$ cat src/rtl/mips_mc_ctrl.sv
// Multicycle MIPS control sequencer: Moore FSM driving datapath selects and strobes,
// with a retired-instruction counter and an unsupported-encoding flag.
module mips_mc_ctrl #(
    parameter int RET_W = 16
) (
    input  logic             clk,
    input  logic             reset,
    input  logic [5:0]       op,
    input  logic [5:0]       funct,
    input  logic             zero,
    output logic             pc_en,
    output logic             iord,
    output logic             irwrite,
    output logic             memwrite,
    output logic             regwrite,
    output logic             regdst,
    output logic             memtoreg,
    output logic             alusrca,
    output logic [1:0]       alusrcb,
    output logic [1:0]       pcsrc,
    output logic [2:0]       alu_ctrl,
    output logic [3:0]       state,
    output logic             illegal,
    output logic [RET_W-1:0] retired
);

    localparam logic [5:0] OP_RTYPE = 6'b000000;
    localparam logic [5:0] OP_LW    = 6'b100011;
    localparam logic [5:0] OP_SW    = 6'b101011;
    localparam logic [5:0] OP_BEQ   = 6'b000100;
    localparam logic [5:0] OP_ADDI  = 6'b001000;
    localparam logic [5:0] OP_J     = 6'b000010;

    localparam logic [5:0] F_ADD = 6'b100000;
    localparam logic [5:0] F_SUB = 6'b100010;
    localparam logic [5:0] F_AND = 6'b100100;
    localparam logic [5:0] F_OR  = 6'b100101;
    localparam logic [5:0] F_SLT = 6'b101010;

    typedef enum logic [3:0] {
        S_FETCH  = 4'd0,
        S_DECODE = 4'd1,
        S_MEMADR = 4'd2,
        S_MEMRD  = 4'd3,
        S_MEMWB  = 4'd4,
        S_MEMWR  = 4'd5,
        S_EXEC   = 4'd6,
        S_ALUWB  = 4'd7,
        S_BRANCH = 4'd8,
        S_ADDIEX = 4'd9,
        S_ADDIWB = 4'd10,
        S_JUMP   = 4'd11
    } state_t;

    state_t           state_q, state_d;
    logic             is_lw_q, is_lw_d;
    logic [RET_W-1:0] retired_q, retired_d;

    logic pcwrite, branch, irwrite_s, memwrite_s, regwrite_s;
    logic rtype_ok;

    always_comb begin
        rtype_ok = 1'b0;
        case (funct)
            F_ADD, F_SUB, F_AND, F_OR, F_SLT: rtype_ok = 1'b1;
            default:                          rtype_ok = 1'b0;
        endcase
    end

    always_comb begin
        state_d    = S_FETCH;
        is_lw_d    = is_lw_q;
        retired_d  = retired_q;
        pcwrite    = 1'b0;
        branch     = 1'b0;
        irwrite_s  = 1'b0;
        memwrite_s = 1'b0;
        regwrite_s = 1'b0;
        iord       = 1'b0;
        regdst     = 1'b0;
        memtoreg   = 1'b0;
        alusrca    = 1'b0;
        alusrcb    = 2'b00;
        pcsrc      = 2'b00;
        alu_ctrl   = 3'b010;
        illegal    = 1'b0;
        case (state_q)
            S_FETCH: begin
                irwrite_s = 1'b1;
                pcwrite   = 1'b1;
                alusrcb   = 2'b01;
                state_d   = S_DECODE;
            end
            S_DECODE: begin
                alusrcb = 2'b11;
                // lw/sw choice is latched here so MEMADR need not look at op again
                is_lw_d = (op == OP_LW);
                case (op)
                    OP_LW, OP_SW: state_d = S_MEMADR;
                    OP_RTYPE: begin
                        if (rtype_ok) state_d = S_EXEC;
                        else          illegal = 1'b1;
                    end
                    OP_BEQ:  state_d = S_BRANCH;
                    OP_ADDI: state_d = S_ADDIEX;
                    OP_J:    state_d = S_JUMP;
                    default: illegal = 1'b1;
                endcase
            end
            S_MEMADR: begin
                alusrca = 1'b1;
                alusrcb = 2'b10;
                state_d = is_lw_q ? S_MEMRD : S_MEMWR;
            end
            S_MEMRD: begin
                iord    = 1'b1;
                state_d = S_MEMWB;
            end
            S_MEMWB: begin
                regwrite_s = 1'b1;
                memtoreg   = 1'b1;
                retired_d  = retired_q + RET_W'(1);
            end
            S_MEMWR: begin
                iord       = 1'b1;
                memwrite_s = 1'b1;
                retired_d  = retired_q + RET_W'(1);
            end
            S_EXEC: begin
                alusrca = 1'b1;
                state_d = S_ALUWB;
                case (funct)
                    F_SUB:   alu_ctrl = 3'b110;
                    F_AND:   alu_ctrl = 3'b000;
                    F_OR:    alu_ctrl = 3'b001;
                    F_SLT:   alu_ctrl = 3'b111;
                    default: alu_ctrl = 3'b010;
                endcase
            end
            S_ALUWB: begin
                regwrite_s = 1'b1;
                regdst     = 1'b1;
                retired_d  = retired_q + RET_W'(1);
            end
            S_BRANCH: begin
                alusrca   = 1'b1;
                alu_ctrl  = 3'b110;
                pcsrc     = 2'b01;
                branch    = 1'b1;
                retired_d = retired_q + RET_W'(1);
            end
            S_ADDIEX: begin
                alusrca = 1'b1;
                alusrcb = 2'b10;
                state_d = S_ADDIWB;
            end
            S_ADDIWB: begin
                regwrite_s = 1'b1;
                retired_d  = retired_q + RET_W'(1);
            end
            S_JUMP: begin
                pcsrc     = 2'b10;
                pcwrite   = 1'b1;
                retired_d = retired_q + RET_W'(1);
            end
            default: state_d = S_FETCH;
        endcase
    end

    // Strobes are gated by reset so nothing writes while the FSM is held in FETCH.
    always_comb begin
        pc_en    = reset & (pcwrite | (branch & zero));
        irwrite  = reset & irwrite_s;
        memwrite = reset & memwrite_s;
        regwrite = reset & regwrite_s;
        state    = state_q;
        retired  = retired_q;
    end

    always_ff @(posedge clk or negedge reset) begin
        if (!reset) begin
            state_q   <= S_FETCH;
            is_lw_q   <= 1'b0;
            retired_q <= '0;
        end else begin
            state_q   <= state_d;
            is_lw_q   <= is_lw_d;
            retired_q <= retired_d;
        end
    end

endmodule

$ cat config.mk
export PLATFORM = sky130hd
export DESIGN_NAME = mips_mc_ctrl
export DESIGN_NICKNAME = d
export VERILOG_FILES = /design/src/rtl/mips_mc_ctrl.sv
export SDC_FILE = /design/constraint.sdc
export NUM_CORES = 1
export LEC_CHECK = 0
export ABC_CLOCK_PERIOD_IN_PS = 2250
export BUFFER_PORTS_ARGS = -buffer_cell sky130_fd_sc_hd__clkbuf_2
export CAP_MARGIN = 30
export CORE_MARGIN = 10
export CORE_UTILIZATION = 40
export CTS_BUF_LIST = sky130_fd_sc_hd__clkbuf_4 sky130_fd_sc_hd__clkbuf_8 sky130_fd_sc_hd__clkbuf_16
export DETAILED_ROUTE_END_ITERATION = 10
export PLACE_DENSITY = 0.67
export SLEW_MARGIN = 20
export SYNTH_ARGS = -nofsm -noshare
export SYNTH_HDL_FRONTEND = slang
export SYNTH_SLANG_ARGS = --single-unit
$ cat constraint.sdc
create_clock -name clk -period 2.25 [get_ports clk]
set_clock_uncertainty 0.1 [all_clocks]
set_input_delay 0 -clock clk [delete_from_list [all_inputs] [get_ports clk]]
set_output_delay 0 -clock clk [all_outputs]
set_load 0.01 [all_outputs]
### Yosys cells after proc, flatten, opt, wreduce, memory -nomap -nowiden

Index checks and enable logic that the tools add are counted.

| word-level totals | value |
|---|---|
| register bits | 21 |
| input port bits | 15 |
| output and inout port bits | 36 |
| logic and storage cells | 63 |

| cells by class | value |
|---|---|
| add/subtract/negate cells | 1 |
| eq/ne operators | 21 |
| multiplexer cells | 21 |
| bitwise operators | 6 |
| reductions and logical operators | 11 |

Operators with widths:

| operator | count |
|---|---|
| $eq 6x6->1 const B | 7 |
| $pmux 4 s6 | 1 |
| $pmux 4 s5 | 1 |
| $add 16x1->16 const B | 1 |
| $eq 4x3->1 const B | 4 |
| $eq 4x4->1 const B | 4 |
| $mux 1 | 12 |
| $pmux 3 s4 | 1 |
| $reduce_or 5->1 | 2 |
| $eq 4x2->1 const B | 2 |
| $reduce_or 2->1 | 4 |
| $eq 6x2->1 const B | 1 |
| $eq 6x3->1 const B | 1 |
| $eq 6x4->1 const B | 1 |
| $logic_not 6->1 | 1 |
| $mux 3 | 2 |
| $pmux 2 s3 | 1 |
| $pmux 3 s2 | 1 |
| $reduce_or 6->1 | 1 |
| $and 1x1->1 | 5 |
| $eq 4x1->1 const B | 1 |
| $logic_not 4->1 | 1 |
| $pmux 2 s2 | 1 |
| $reduce_or 4->1 | 1 |
| other kinds (3) | 3 |

### Longest topological paths before layout

| logic depth | value |
|---|---|
| depth in word-level cells | 6 |
| depth in mapped cells | 6 |

### Worst setup path after synthesis

Ideal clock, no wire load.

| timing | value |
|---|---|
| path kind | register -> register |
| start | register state_q[1] (netlist: state[1]) |
| end | register retired_q[11] (netlist: retired[11]) |
| arrival time | 1.514 ns |
| data required time | 2.071 ns |
| slack | 0.556 ns |
| cell stages (with the launch flop) | 7 |
| buffers on the path | 2 |
| period minus slack after synthesis | 1.694 ns |
| cells stage by stage | dfrtp_1 buf_2 nor2b_1 o22a_1 buf_6 nor4b_4 xor2_1 |

| on the way | value |
|---|---|
| longest elaborated chain between the ends | 2 |
| elaborated cells on any way between the ends | 7 |
| those cells by class | eq/ne (6); reduce/logical (1) |

Ends and longest elaborated chain:

| element | RTL line | RTL |
|---|---|---|
| start, declared | 55 | `state_t state_q, state_d;` |
| start signal, assigned | 186 | `state_q <= state_d;` |
| $eq 4x4->1 or $eq 4x3->1 (tied branches) | 87 | `case (state_q)` |
| $reduce_or 6->1 (no source line) (*) | n/a |  |
| end signal, assigned | 188 | `retired_q <= retired_d;` |
| end, declared | 57 | `logic [RET_W-1:0] retired_q, retired_d;` |

Every way passes the cells marked *; elsewhere a longest branch is shown, timed or not.
A chain may end at the register's enable or synchronous reset.

### Final worst setup path

| timing | value |
|---|---|
| start | register state_q[0] (netlist: state[0]) |
| end | register is_lw_q |

| on the way | value |
|---|---|
| longest elaborated chain between the ends | 1 |

Ends and longest elaborated chain:

| element | RTL line | RTL |
|---|---|---|
| $eq 4x1->1 | 87 |  |
| end signal, assigned | 187 | `is_lw_q <= is_lw_d;` |
| end, declared | 56 | `logic is_lw_q, is_lw_d;` |

No other way between the ends.

==> key figures <==
Run status
  • Outcome: finished, final reports clean

Synthesis
  • Largest family of logic cells by synthesized area: simple AND/OR/NAND/NOR gates
  • Post-synth ARST share: 100.0%
  • Complex-gate fraction of the synthesized area: 13.15%
  • Synth Area per Inst: 9.516 µm²
  • Post-synthesis mux area share: 0.7407%
  • #FFs+latches synth: 21
  • Syn nets: 158
  • Top_reg_cell synth: dfrtp_1
  • Post-synthesis sequential area ratio: 38.89%
  • Area leader, netlist: dfrtp_1
  • Area of the mapped netlist: 1351 µm²
  • Netlist cell types: 39
  • Post-Synthesis Cells: 142
  • Largest cells by area after synthesis: dfrtp_1, xor2_1, xnor2_1
  • Synth Warn #: 0
  • Count leader, synth: dfrtp_1
  • Area share of the largest cell type after synthesis: 38.89%
  • Area share of fa/ha/maj cells after synthesis: 0.9259%
  • Simple-Gate Fraction of Synth Area: 32.04%
  • Synth Area in XOR/XNOR: 11.02%
  • Number of synthesized flops with an enable pin: 0
  • Commonest cells in the synthesized netlist: dfrtp_1, nand2_1, nor2_1

Timing
  • Fin crit period: 1.944 ns
  • Slew Limit Fails: 0
  • RSZ-0062 raised after global routing: false
  • Final setup violating endpoints: 0
  • Tightest Pin Transition: 0.4632 ns
  • Final period utilization: 86.40%
  • Final WS setup: 0.3059 ns
  • Max Clk Rate: 514.4 MHz
  • Setup TNS: 0 ns
  • Final Hold Viols: 0
  • Slew headroom: 69.12%
  • WHS: 0.04239 ns

Clock tree
  • Post-CTS Hold Buffers: 5
  • PostCTS Resize Cnt: 0
  • H-tree depth: 1
  • Post-CTS setup buffer count: 0
  • CTS sink count: 21
  • Clock buffer depth: 2
  • CTS buffer count: 3
  • Worst skew pair latency: 0.29 ns
  • TritonCTS clock tree: done
  • Clk pin slew, worst setup/hold paths: 0.11 ns
  • Clock root buffer: clkbuf_4

Finish
  • Layout cells sized above 1: 33.67%
  • Fin nets: 216
  • Layout Cells excl Fill: 245
  • # diodes: 0
  • Layout area overhead: 28.80%

Power
  • Part of the power in registers: 41.7%
  • Psw: 0.4869 mW
  • Power per cell area: 688.3 nW/µm²
  • Clk network pwr share: 15.7%
  • Int Pwr: 0.7110 mW
  • Design Power: 1.198 mW
  • Leak: 0.8883 nW
  • Peak VDD IR: 0.0002440 V
  • Sw frac: 40.64%
  • Combinational share of power: 42.6%

Worst setup path
  • CP max FO: 8
  • Arr. time, crit path: 2.08 ns
  • Worst Path Required: 2.39 ns
  • Setup CP Type: register to register
  • Slowest-stage cell, CP: dlygate4sd3_1
  • Startpoint Class: register
  • CP Cell Sequence: nor2b_1 > nand2_1 > o31ai_1 > dlygate4sd3_1
  • CP Capture Type: register
  • Crit path largest cell delay: 0.57 ns

Floorplanning
  • Site row count: 21
  • Die area: 6103 µm²
  • Ports: 51
  • Die Height: 78.12 µm
  • Initial Util: 40.82%
  • Core Area: 3311 µm²
  • Die Width: 78.12 µm

Global route
  • Total Routing Usage GR: 11.57%
  • Largest net degree at the start of global routing: 20
  • Vias in the first global route: 1343
  • Initial antenna violation count: 0
  • First-pass GRT wire length: 6.120 mm
  • Gr ovfl total: 0

Placed design
  • Setup WS pre-CTS: 0.3914 ns
  • GPL Wtd Cong: 0.8107
  • IO Port Bufs: 50
  • Placed cells: 236
  • Final HPWL DP: 2.863 mm

Routing
  • Wirelength per Cell: 14.42 µm
  • DR vias: 1254
  • DR pass1 iterations: 4
  • Number of remaining DRC errors: 0
  • Iter 0 DRT Violations: 40
  • WL final: 3.533 mm
  • DRT antenna net count: 0
  • DR vias/cell: 5.118

Job
  • Max Cap Viol: 0

Min path
  • Worst min path class: input port to register
-- final timing paths --
check | from | endpoint | slack, ns | depth (start not counted)
min reg2reg | retired[15]$_DFFE_PN0P_ | retired[15]$_DFFE_PN0P_ | 0.38 | 1
max reg2reg | state[0]$_DFF_PN0_ | is_lw_q$_DFFE_PN0P_ | 0.31 | 4
min | op[2] | state[3]$_DFF_PN0_ | 0.04 | 4
max | state[0]$_DFF_PN0_ | is_lw_q$_DFFE_PN0P_ | 0.31 | 4
max in group asynchronous | reset | state[0]$_DFF_PN0_ | 1.36 | 3
min in group asynchronous | reset | state[2]$_DFF_PN0_ | 0.19 | 3
-- critical path: cells and delay by family, from the launching register on --
kind / cells / cell delay, ns
compound gates: 1 / 0.24
flops: 1 / 0.49
buf+inv: 1 / 0.57
simple gates: 2 / 0.49
-- cell usage in the layout, fill, tap and decap left out, types with 2 or more instances in the layout --
master | Yosys | layout
nor2_1 | 11 | 11
nor3_1 | 8 | 8
buf_4 | 0 | 5
o211ai_1 | 2 | 2
nand4_1 | 7 | 7
nand2b_1 | 5 | 5
clkbuf_4 | 0 | 4
a211oi_1 | 2 | 2
xor2_1 | 9 | 9
a31oi_1 | 2 | 2
dlygate4sd3_1 | 0 | 5
nor3b_1 | 3 | 3
a21oi_1 | 4 | 4
nand3b_1 | 2 | 2
xnor2_1 | 8 | 8
o21ai_0 | 3 | 3
clkbuf_2 | 0 | 50
nor4b_4 | 2 | 2
nand3_1 | 4 | 4
and4_1 | 2 | 2
inv_1 | 2 | 2
and2_1 | 2 | 2
dfrtp_1 | 21 | 21
a2111oi_2 | 2 | 2
nor2b_1 | 5 | 5
nand2_1 | 12 | 12
and3_1 | 4 | 4
-- power by group through the flow --
stage	clock, mW	sequential [mW]	combinational (mW)
finish	0.188	0.499	0.511
global placement	0	0.503	0.504
detailed placement	0	0.507	0.510
global route	0.207	0.514	0.575
CTS	0.196	0.499	0.521
floorplan	0	0.498	0.316
-- cells by family after synthesis --
kind of cell | after synthesis
and+or+nand+nor | 70
DFF | 21
buffers and inverters | 9
AOI/OAI and AO/OA | 23
adders and majority gates | 1
xor gates and xnor gates | 17
muxes | 1
-- final cells by class --
class / count / area, µm²
fill: 306 / 1570
timing repair buffer: 60 / 337.8
sequential: 21 / 525.5
tap: 46 / 57.56
clock buffer: 4 / 30.03
multi-input combinational: 112 / 782.0
inverter: 2 / 7.507
-- per-layer routing --
metal	track usage [%]	vias up	routed length [µm]
met2	20.07	37	1706
met4	3.943	0	29
met1	13.24	587	1546
met3	3.417	2	250
met5	0	-	0
li1	-	628	-
-- state kept, by name (all words and copies together), names as in the netlist --
signal   cells
retired     16
is_lw_q      1
state        4
-- stage by stage --
stage,utilization (%),cell area [µm²]
2_1_floorplan,-,1351
3_3_place_gp,50.15,1660
3_5_place_dp,50.15,1660
4_1_cts,52.57,1740
5_1_grt,52.57,1740
6_report,52.57,1740
Power figures use the tool's default switching activity.
